**src/rtl/ocm_noise_arbiter.sv**
```systemverilog
// ocm_noise_arbiter
// Shares one single-port noise RAM (2^ADDR_W x DATA_W, 1-cycle read latency)
// between an Avalon-MM host port and a sequential streaming reader.
// There is one RAM grant per cycle, decided by round-robin when both sides
// request. Stream read data lands in a 2-entry skid FIFO, so the consumer
// sees a plain valid/ready interface.
//
// Ports
//   clk, reset_n          clock, asynchronous active-low reset
//   host_*                Avalon-MM slave (address, byteenable, read, write,
//                         writedata, waitrequest, readdata, readdatavalid)
//   strm_start/stop       start (latches base/len/loop) and abort pulses
//   strm_base/len/loop    stream window; len==0 means the full RAM depth
//   strm_data/valid/ready stream output handshake
//   strm_busy, strm_done  FSM not idle, end-of-stream pulse (non-loop only)
//   ram_*                 RAM master side; ram_readdata is valid the cycle
//                         after the address is presented
module ocm_noise_arbiter #(
    parameter int ADDR_W = 10,
    parameter int DATA_W = 32,
    parameter int BE_W   = DATA_W / 8
) (
    input  logic              clk,
    input  logic              reset_n,
    input  logic [ADDR_W-1:0] host_address,
    input  logic [BE_W-1:0]   host_byteenable,
    input  logic              host_read,
    input  logic              host_write,
    input  logic [DATA_W-1:0] host_writedata,
    output logic              host_waitrequest,
    output logic [DATA_W-1:0] host_readdata,
    output logic              host_readdatavalid,
    input  logic              strm_start,
    input  logic              strm_stop,
    input  logic [ADDR_W-1:0] strm_base,
    input  logic [ADDR_W:0]   strm_len,
    input  logic              strm_loop,
    output logic [DATA_W-1:0] strm_data,
    output logic              strm_valid,
    input  logic              strm_ready,
    output logic              strm_busy,
    output logic              strm_done,
    output logic [ADDR_W-1:0] ram_address,
    output logic [BE_W-1:0]   ram_byteenable,
    output logic              ram_chipselect,
    output logic              ram_write,
    output logic [DATA_W-1:0] ram_writedata,
    input  logic [DATA_W-1:0] ram_readdata
);

    typedef enum logic [1:0] {
        ST_IDLE  = 2'd0,
        ST_RUN   = 2'd1,
        ST_DRAIN = 2'd2
    } state_t;

    localparam logic [ADDR_W:0] FULL_LEN = {1'b1, {ADDR_W{1'b0}}};

    state_t              state_q, state_d;
    logic [ADDR_W-1:0]   addr_q, addr_d;
    logic [ADDR_W-1:0]   base_q, base_d;
    logic [ADDR_W:0]     len_q, len_d;
    logic [ADDR_W:0]     issued_q, issued_d;
    logic                loop_q, loop_d;
    logic                done_q, done_d;
    logic                last_strm_q, last_strm_d;   // 1: stream won the last dual-request grant
    logic                host_rd_q, host_rd_d;       // host read data returns this cycle
    logic                strm_inflight_q, strm_inflight_d;

    logic [DATA_W-1:0]   fifo_mem_q [2];
    logic [DATA_W-1:0]   fifo_mem_d [2];
    logic                fifo_wr_q, fifo_wr_d;
    logic                fifo_rd_q, fifo_rd_d;
    logic [1:0]          fifo_count_q, fifo_count_d;

    logic                host_req;
    logic                strm_req;
    logic                gnt_host;
    logic                gnt_strm;
    logic                host_wr_gnt;
    logic                stop_act;
    logic                fifo_push;
    logic                fifo_pop;
    logic [ADDR_W:0]     issued_inc;

    // ------------------------------------------------------------------
    // Arbitration
    // ------------------------------------------------------------------
    assign host_req = host_read | host_write;
    assign stop_act = strm_stop & (state_q != ST_IDLE);
    // Entries already buffered plus the read in flight must leave room,
    // which is what makes FIFO overflow impossible.
    assign strm_req = (state_q == ST_RUN) &&
                      ((fifo_count_q + {1'b0, strm_inflight_q}) < 2'd2);

    always_comb begin
        gnt_host    = host_req;
        gnt_strm    = strm_req;
        last_strm_d = last_strm_q;
        if (host_req && strm_req) begin
            gnt_host    = last_strm_q;
            gnt_strm    = ~last_strm_q;
            last_strm_d = ~last_strm_q;
        end
    end

    assign host_wr_gnt      = gnt_host & host_write;
    assign ram_chipselect   = gnt_host | gnt_strm;
    assign ram_write        = host_wr_gnt;
    assign ram_address      = gnt_host ? host_address : (gnt_strm ? addr_q : '0);
    assign ram_byteenable   = host_wr_gnt ? host_byteenable : (gnt_strm | gnt_host ? '1 : '0);
    assign ram_writedata    = host_wr_gnt ? host_writedata : '0;
    assign host_waitrequest = host_req & ~gnt_host;

    assign host_rd_d          = gnt_host & ~host_write;
    assign host_readdatavalid = host_rd_q;
    assign host_readdata      = host_rd_q ? ram_readdata : '0;

    // A stream grant in the same cycle as a stop is dropped on return.
    assign strm_inflight_d = gnt_strm & ~stop_act;

    // ------------------------------------------------------------------
    // Skid FIFO
    // ------------------------------------------------------------------
    assign fifo_push = strm_inflight_q & ~stop_act;
    assign fifo_pop  = (fifo_count_q != 2'd0) & strm_ready;

    assign strm_valid = (fifo_count_q != 2'd0);
    assign strm_data  = strm_valid ? fifo_mem_q[fifo_rd_q] : '0;

    always_comb begin
        fifo_wr_d    = fifo_wr_q;
        fifo_rd_d    = fifo_rd_q;
        fifo_count_d = fifo_count_q;
        if (stop_act) begin
            fifo_wr_d    = 1'b0;
            fifo_rd_d    = 1'b0;
            fifo_count_d = 2'd0;
        end else begin
            if (fifo_push) begin
                fifo_wr_d = ~fifo_wr_q;
            end
            if (fifo_pop) begin
                fifo_rd_d = ~fifo_rd_q;
            end
            fifo_count_d = fifo_count_q + {1'b0, fifo_push} - {1'b0, fifo_pop};
        end
    end

    genvar gi;
    generate
        for (gi = 0; gi < 2; gi++) begin : g_fifo
            assign fifo_mem_d[gi] = (fifo_push && (fifo_wr_q == 1'(gi))) ?
                                    ram_readdata : fifo_mem_q[gi];

            always_ff @(posedge clk or negedge reset_n) begin
                if (!reset_n) begin
                    fifo_mem_q[gi] <= '0;
                end else begin
                    fifo_mem_q[gi] <= fifo_mem_d[gi];
                end
            end
        end
    endgenerate

    // ------------------------------------------------------------------
    // Stream FSM
    // ------------------------------------------------------------------
    assign issued_inc = issued_q + 1'b1;

    always_comb begin
        state_d  = state_q;
        addr_d   = addr_q;
        base_d   = base_q;
        len_d    = len_q;
        issued_d = issued_q;
        loop_d   = loop_q;
        done_d   = 1'b0;
        case (state_q)
            ST_IDLE: begin
                // stop beats start when both pulse together
                if (strm_start && !strm_stop) begin
                    base_d   = strm_base;
                    len_d    = (strm_len == '0) ? FULL_LEN : strm_len;
                    loop_d   = strm_loop;
                    addr_d   = strm_base;
                    issued_d = '0;
                    state_d  = ST_RUN;
                end
            end
            ST_RUN: begin
                if (strm_stop) begin
                    state_d = ST_IDLE;
                end else if (gnt_strm) begin
                    addr_d   = addr_q + 1'b1;   // wraps at the RAM depth
                    issued_d = issued_inc;
                    if (issued_inc == len_q) begin
                        if (loop_q) begin
                            addr_d   = base_q;
                            issued_d = '0;
                        end else begin
                            state_d = ST_DRAIN;
                        end
                    end
                end
            end
            ST_DRAIN: begin
                if (strm_stop) begin
                    state_d = ST_IDLE;
                end else if ((fifo_count_q == 2'd0) && !strm_inflight_q) begin
                    done_d  = 1'b1;
                    state_d = ST_IDLE;
                end
            end
            default: begin
                state_d = ST_IDLE;
            end
        endcase
    end

    assign strm_busy = (state_q != ST_IDLE);
    assign strm_done = done_q;

    // ------------------------------------------------------------------
    // State registers
    // ------------------------------------------------------------------
    always_ff @(posedge clk or negedge reset_n) begin
        if (!reset_n) begin
            state_q         <= ST_IDLE;
            addr_q          <= '0;
            base_q          <= '0;
            len_q           <= '0;
            issued_q        <= '0;
            loop_q          <= 1'b0;
            done_q          <= 1'b0;
            last_strm_q     <= 1'b1;   // first dual request goes to the host
            host_rd_q       <= 1'b0;
            strm_inflight_q <= 1'b0;
            fifo_wr_q       <= 1'b0;
            fifo_rd_q       <= 1'b0;
            fifo_count_q    <= 2'd0;
        end else begin
            state_q         <= state_d;
            addr_q          <= addr_d;
            base_q          <= base_d;
            len_q           <= len_d;
            issued_q        <= issued_d;
            loop_q          <= loop_d;
            done_q          <= done_d;
            last_strm_q     <= last_strm_d;
            host_rd_q       <= host_rd_d;
            strm_inflight_q <= strm_inflight_d;
            fifo_wr_q       <= fifo_wr_d;
            fifo_rd_q       <= fifo_rd_d;
            fifo_count_q    <= fifo_count_d;
        end
    end

endmodule

```
**config.mk**
```make
export PLATFORM = sky130hd
export DESIGN_NAME = ocm_noise_arbiter
export DESIGN_NICKNAME = d
export VERILOG_FILES = /design/src/rtl/ocm_noise_arbiter.sv
export SDC_FILE = /design/constraint.sdc
export NUM_CORES = 1
export LEC_CHECK = 0
export BUFFER_PORTS_ARGS = -buffer_cell sky130_fd_sc_hd__buf_2
export CORE_MARGIN = 10
export CORE_UTILIZATION = 52
export CTS_BUF_LIST = sky130_fd_sc_hd__clkbuf_4 sky130_fd_sc_hd__clkbuf_8
export DETAILED_ROUTE_END_ITERATION = 12
export MAX_ROUTING_LAYER = met4
export PLACE_DENSITY_LB_ADDON = 0.1
export RECOVER_POWER = 25
export SLEW_MARGIN = 20
export SYNTH_ARGS = -nofsm -noshare
export SYNTH_HDL_FRONTEND = slang
export SYNTH_SLANG_ARGS = --single-unit
```
**constraint.sdc**
```tcl
create_clock -name clk -period 3 [get_ports clk]
set_clock_uncertainty 0.2 [all_clocks]
set_input_delay 0.15 -clock clk [delete_from_list [all_inputs] [get_ports clk]]
set_output_delay 0.15 -clock clk [all_outputs]
set_load 0.01 [all_outputs]
```
Word-level counts from Yosys, hierarchy flattened:

Cells that the tools add are included.

* register bits: 117
* bits of input ports: 107
* word-level logic and storage cells: 108

* add/sub/neg operators: 5
* $lt $le $gt $ge: 2
* equality and inequality tests: 10
* muxes and demuxes: 41
* bitwise logic cells: 16
* reductions and logical operators: 19

Operators by type and width (count)
* $mux 32: 6
* $mux 10: 7
* $mux 11: 6
* $pmux 11 s2: 1
* $pmux 10 s2: 1
* $mux 2: 8
* $add 11x1->11 const B: 1
* $eq 11x11->1: 1
* $logic_not 11->1: 1
* $add 10x1->10 const B: 1
* $reduce_bool 2->1: 5
* $mux 1: 9
* $ne 3x3->1 const B: 3
* $mux 4: 2
* $and 1x1->1: 7
* $logic_and 1x1->1: 6
* $ne 2x2->1 const B: 3
* $not 1->1: 6
* $pmux 2 s3: 1
* $reduce_and 5->1: 1
* $add 2x1->2: 2
* $logic_not 2->1: 2
* $reduce_and 4->1: 1
* $ne 3x2->1 const B: 1
* other kinds (9): 11

Depth between registers and ports, before layout:

* depth in word-level cells: 8
* gate-level depth with buffers: 10

Worst setup path before layout:

Ideal clock, no wire load.

* path type: reg2reg
* from: register issued_q[0]
* to: register addr_q[4]
* library setup time: 0.126 ns
* data arrival time: 2.133 ns
* slack: 0.541 ns
* stages on the path, launching flop included: 9
* clock period less this slack: 2.459 ns
* path through: dfrtp_1 ha_1 and3_1 xnor3_1 nor3_2 o211ai_1 or3_1 and2_4 a221o_1

* word-level cells in the longest chain between the ends: 6

Ends and longest elaborated chain
* from (decl): line 63 `logic [ADDR_W:0] issued_q, issued_d;`
* from (signal assigned): line 247 `issued_q <= issued_d;`
* $add 11x1->11: line 169 `assign issued_inc = issued_q + 1'b1;`
* $eq 11x11->1: line 197 `if (issued_inc == len_q) begin`
* $mux 10: line 197
* $mux 10: line 194 `end else if (gnt_strm) begin`
* $mux 10: line 192 `if (strm_stop) begin`
* $pmux 10 s2: line 179 `case (state_q)`
* to (signal assigned): line 244 `addr_q <= addr_d;`
* to (decl): line 60 `logic [ADDR_W-1:0] addr_q, addr_d;`

Every way passes these cells. The select of a mux whose other input is x is not followed.
A chain may end at the register's enable or synchronous reset.

Worst setup path in the final report:

* from: register strm_inflight_q
* to: register addr_q[4]

* word-level cells in the longest chain between the ends: 7

Ends and longest elaborated chain
* from (decl): line 68 `logic strm_inflight_q, strm_inflight_d;`
* from (signal assigned): line 252 `strm_inflight_q <= strm_inflight_d;`
* $add 2x1->2 *: line 94 `((fifo_count_q + {1'b0, strm_inflight_q}) < 2'd2);`
* $lt 2x2->1 *: line 94
* $logic_and 1x1->1 *: line 93 `assign strm_req = (state_q == ST_RUN) &&`
* $logic_and 1x1->1: line 100 `if (host_req && strm_req) begin`
* $mux 1 *: line 100
* $ne 2x2->1 (no source line) *
* $reduce_and 4->1 (no source line) *

Mark *: on every way between the ends. The rest lies on a longest branch, timed or not.

==> qor.txt <==
status -> completed
CTS tree -> done
num ports -> 224
Layout Area Growth over Synthesis -> 35.9%
slowest stage cell, crit path -> dfrtp_1
sequence of cells on the critical path -> and3_1, o21ai_1, nor2_1, nand2_1, clkinvlp_4, and2_4, a221o_1
via count -> 5503
leak pwr -> 4.26 nW
CTS Buf Count -> 17
Final Hold Viols -> 0
Crit Path Max Fanout -> 15
chip height -> 130 µm
Worst Path Arrival -> 2.88 ns
total congestion overflow -> 0
Die W -> 130 µm
syn_nets -> 732
GRT Overall Usage -> 0.223
Root Driver -> clkbuf_8
crit path launch type -> register
Synth Warn # -> 0
Synth async-reset ratio -> 1.00
first-pass GRT wire length -> 29100 µm
Yosys reg bits -> 117
max-slew violation count -> 0
share of layout cells above drive strength 1 -> 0.378
largest cells by area after synthesis -> dfrtp_1, mux2_2, and2_1
Setup-failing EPs final -> 0
Placement Rows -> 40
GPL Wtd Cong -> 0.967
total die area -> 0.0168 mm²
WS Path Type -> reg -> reg
Syn Inst Count -> 621
deepest clock path buffer count -> 2
syn_area_per_cell -> 10.1 µm²
n_diodes -> 0
DRT antenna net count -> 0
EDFF count, synth -> 0
area fraction of the dominant cell type after synthesis -> 0.463
setup tns final -> 0 ns
pwr/cell area -> 829 mW/mm²
vias per cell -> 5.20
Clock transition at path regs -> 0.07 ns
drt drc -> 0
Setup crit end kind -> register
I/O Buffers -> 223
largest net degree at the start of global routing -> 50
clk sinks -> 117
Initial Util -> 0.526
relative slew slack -> 0.204
CP Data Required Time -> 3.11 ns
slowest stage delay, CP -> 0.46 ns
Peak Freq -> 360 MHz
VDD IR max -> 0.481 mV
DR iter-0 viols -> 407
htree depth -> 4
unrepaired setup endpoints after global routing -> false
internal reg-to-reg setup slack -> 0.23 ns
Detailed Place HPWL -> 13400 µm
DRT Wirelength -> 18600 µm
routed len/inst -> 17.6 µm
post-route setup slack -> 0.226 ns
Synth Cell Area -> 0.00626 mm²
core area -> 0.0119 mm²
number of global-route vias before repair -> 5687
Worst Hold Class -> in -> reg
number of max-cap violations -> 0
Tcrit/Tclk final -> 0.925
# nets final -> 1009
initial antenna violation count -> 0
Final min period -> 2.77 ns
Synth cell types -> 49
DRT Pass-1 Iters -> 5
Setup WS pre-CTS -> 0.279 ns
largest area contributor in the netlist -> dfrtp_1
Seq/Total Area, Yosys -> 0.468
worst skew pair latency -> 0.42 ns
Synth Flop Type -> dfrtp_1
Slew @ Worst Pin -> 1.19 ns
==> layout by cell type, fill, tap and decap left out, types with 3 or more instances in the layout <==
| master | count |
|---|---|
| xnor2_1 | 18 |
| inv_1 | 5 |
| a22o_1 | 14 |
| o21ai_0 | 10 |
| o22ai_1 | 3 |
| nor2_1 | 48 |
| a31oi_1 | 11 |
| nand3_1 | 13 |
| buf_4 | 10 |
| ha_1 | 4 |
| clkinv_2 | 3 |
| a221o_1 | 3 |
| mux2_2 | 63 |
| clkbuf_8 | 18 |
| buf_2 | 222 |
| nor4_1 | 6 |
| dfrtp_1 | 115 |
| nor3_1 | 6 |
| xor2_1 | 8 |
| and2_1 | 68 |
| o211ai_1 | 6 |
| o21a_1 | 5 |
| nor2b_1 | 4 |
| nand2_1 | 86 |
| clkinvlp_4 | 7 |
| dlygate4sd3_1 | 61 |
| mux2i_1 | 38 |
| a21oi_1 | 6 |
| nor2_2 | 3 |
| nand4_1 | 4 |
| nand2b_1 | 3 |
| and3_1 | 4 |
==> routing by layer <==
metal	wire, µm	GRT usage	part of all wire
met1	8080	0.284	0.43
met4	151	0.0582	0.0081
met2	9270	0.346	0.50
met3	1080	0.0600	0.058
met5	0	-	0
==> report_power, final <==
part           switching [W]  internal (W)  leakage, nW  total [W]
sequential          0.000509       0.00224         1.43    0.00275
clock               0.000640      0.000774        0.184    0.00141
combinational        0.00144       0.00144         2.64    0.00288
==> through the flow <==
| step | total power (W) | utilization | area (µm²) | hold slack [ns] | std cells |
|---|---|---|---|---|---|
| 6_report | 0.00705 | 0.714 | 8510 | 0.274 | 1058 |
| 5_1_grt | 0.00755 | 0.714 | 8510 | 0.260 | 1058 |
| 4_1_cts | 0.00711 | 0.715 | 8520 | 0.0660 | 1058 |
| 3_5_place_dp | 0.00561 | 0.631 | 7510 | 0.00217 | 965 |
| 3_3_place_gp | 0.00550 | 0.631 | 7510 | -0.0101 | 965 |
| 2_1_floorplan | 0.00456 | - | 6260 | -0.346 | 621 |
==> critical path: cells and delay by family, from the launching register on <==
family | cells | cell delay [ns]
AO/OA/AOI/OAI | 2 | 0.64
flip-flops | 1 | 0.46
buffers and inverters | 1 | 0.38
AND/OR/NAND/NOR | 4 | 0.97
==> final timing paths <==
check                      cells after the start                      start                         to
min                                            4                  strm_loop         loop_q$_DFFE_PN0P_
max                                            7  strm_inflight_q$_DFF_PN0_      addr_q[4]$_DFFE_PN0P_
max in group asynchronous                      3                    reset_n       len_q[7]$_DFFE_PN0P_
min in group asynchronous                      2                    reset_n  fifo_mem_q[9]$_DFFE_PN0P_
min reg2reg                                    2      base_q[8]$_DFFE_PN0P_      base_q[8]$_DFFE_PN0P_
max reg2reg                                    7  strm_inflight_q$_DFF_PN0_      addr_q[4]$_DFFE_PN0P_
==> synth_stat cells, types with 3 or more instances <==
library cell	instances
a21oi_1	6
a221o_1	3
a22o_1	14
a31oi_1	11
and2_1	68
and3_1	4
buf_1	6
buf_2	8
clkbuf_1	21
dfrtp_1	116
ha_1	4
inv_1	7
mux2_2	63
mux2i_1	38
nand2_1	86
nand2b_1	3
nand3_1	14
nand4_1	4
nor2_1	50
nor2b_1	4
nor3_1	7
nor4_1	6
o211ai_1	6
o21a_1	5
o21ai_0	10
o22ai_1	3
xnor2_1	18
xor2_1	8
==> flip-flops by register name, summed over array words and instances (netlist names), 2 cells and up <==
| signal | flops |
|---|---|
| issued_q | 11 |
| len_q | 11 |
| addr_q | 10 |
| base_q | 10 |
| fifo_count_q | 2 |
| fifo_mem_q | 64 |
| state_q | 2 |
==> area by class of cell <==
type                    count  area [µm²]
fillers                   882        3400
multi-input cells         460        3170
flip-flops and latches    117        2930
repair buffers            295        1810
clock buffers              20         263
well taps                 147         184
clock inverters            12         129
inverters                   7        30.0
==> logic make-up after synthesis <==
family          count (synthesis)  synth area share
simple gates                  262             0.207
flops                         117             0.468
mux                           102             0.176
compound gates                 65            0.0729
buf+inv                        44            0.0292
xor+xnor                       27            0.0400
fa+ha+maj                       4           0.00799
==> what timing repair did <==
action	4_1_cts	5_1_grt
endpoints found under the hold margin	150	0
buffers inserted	0	0
resized for setup	0	4
hold buffers	61	0
endpoints found under the setup margin	0	46
Power figures use the tool's default switching activity.
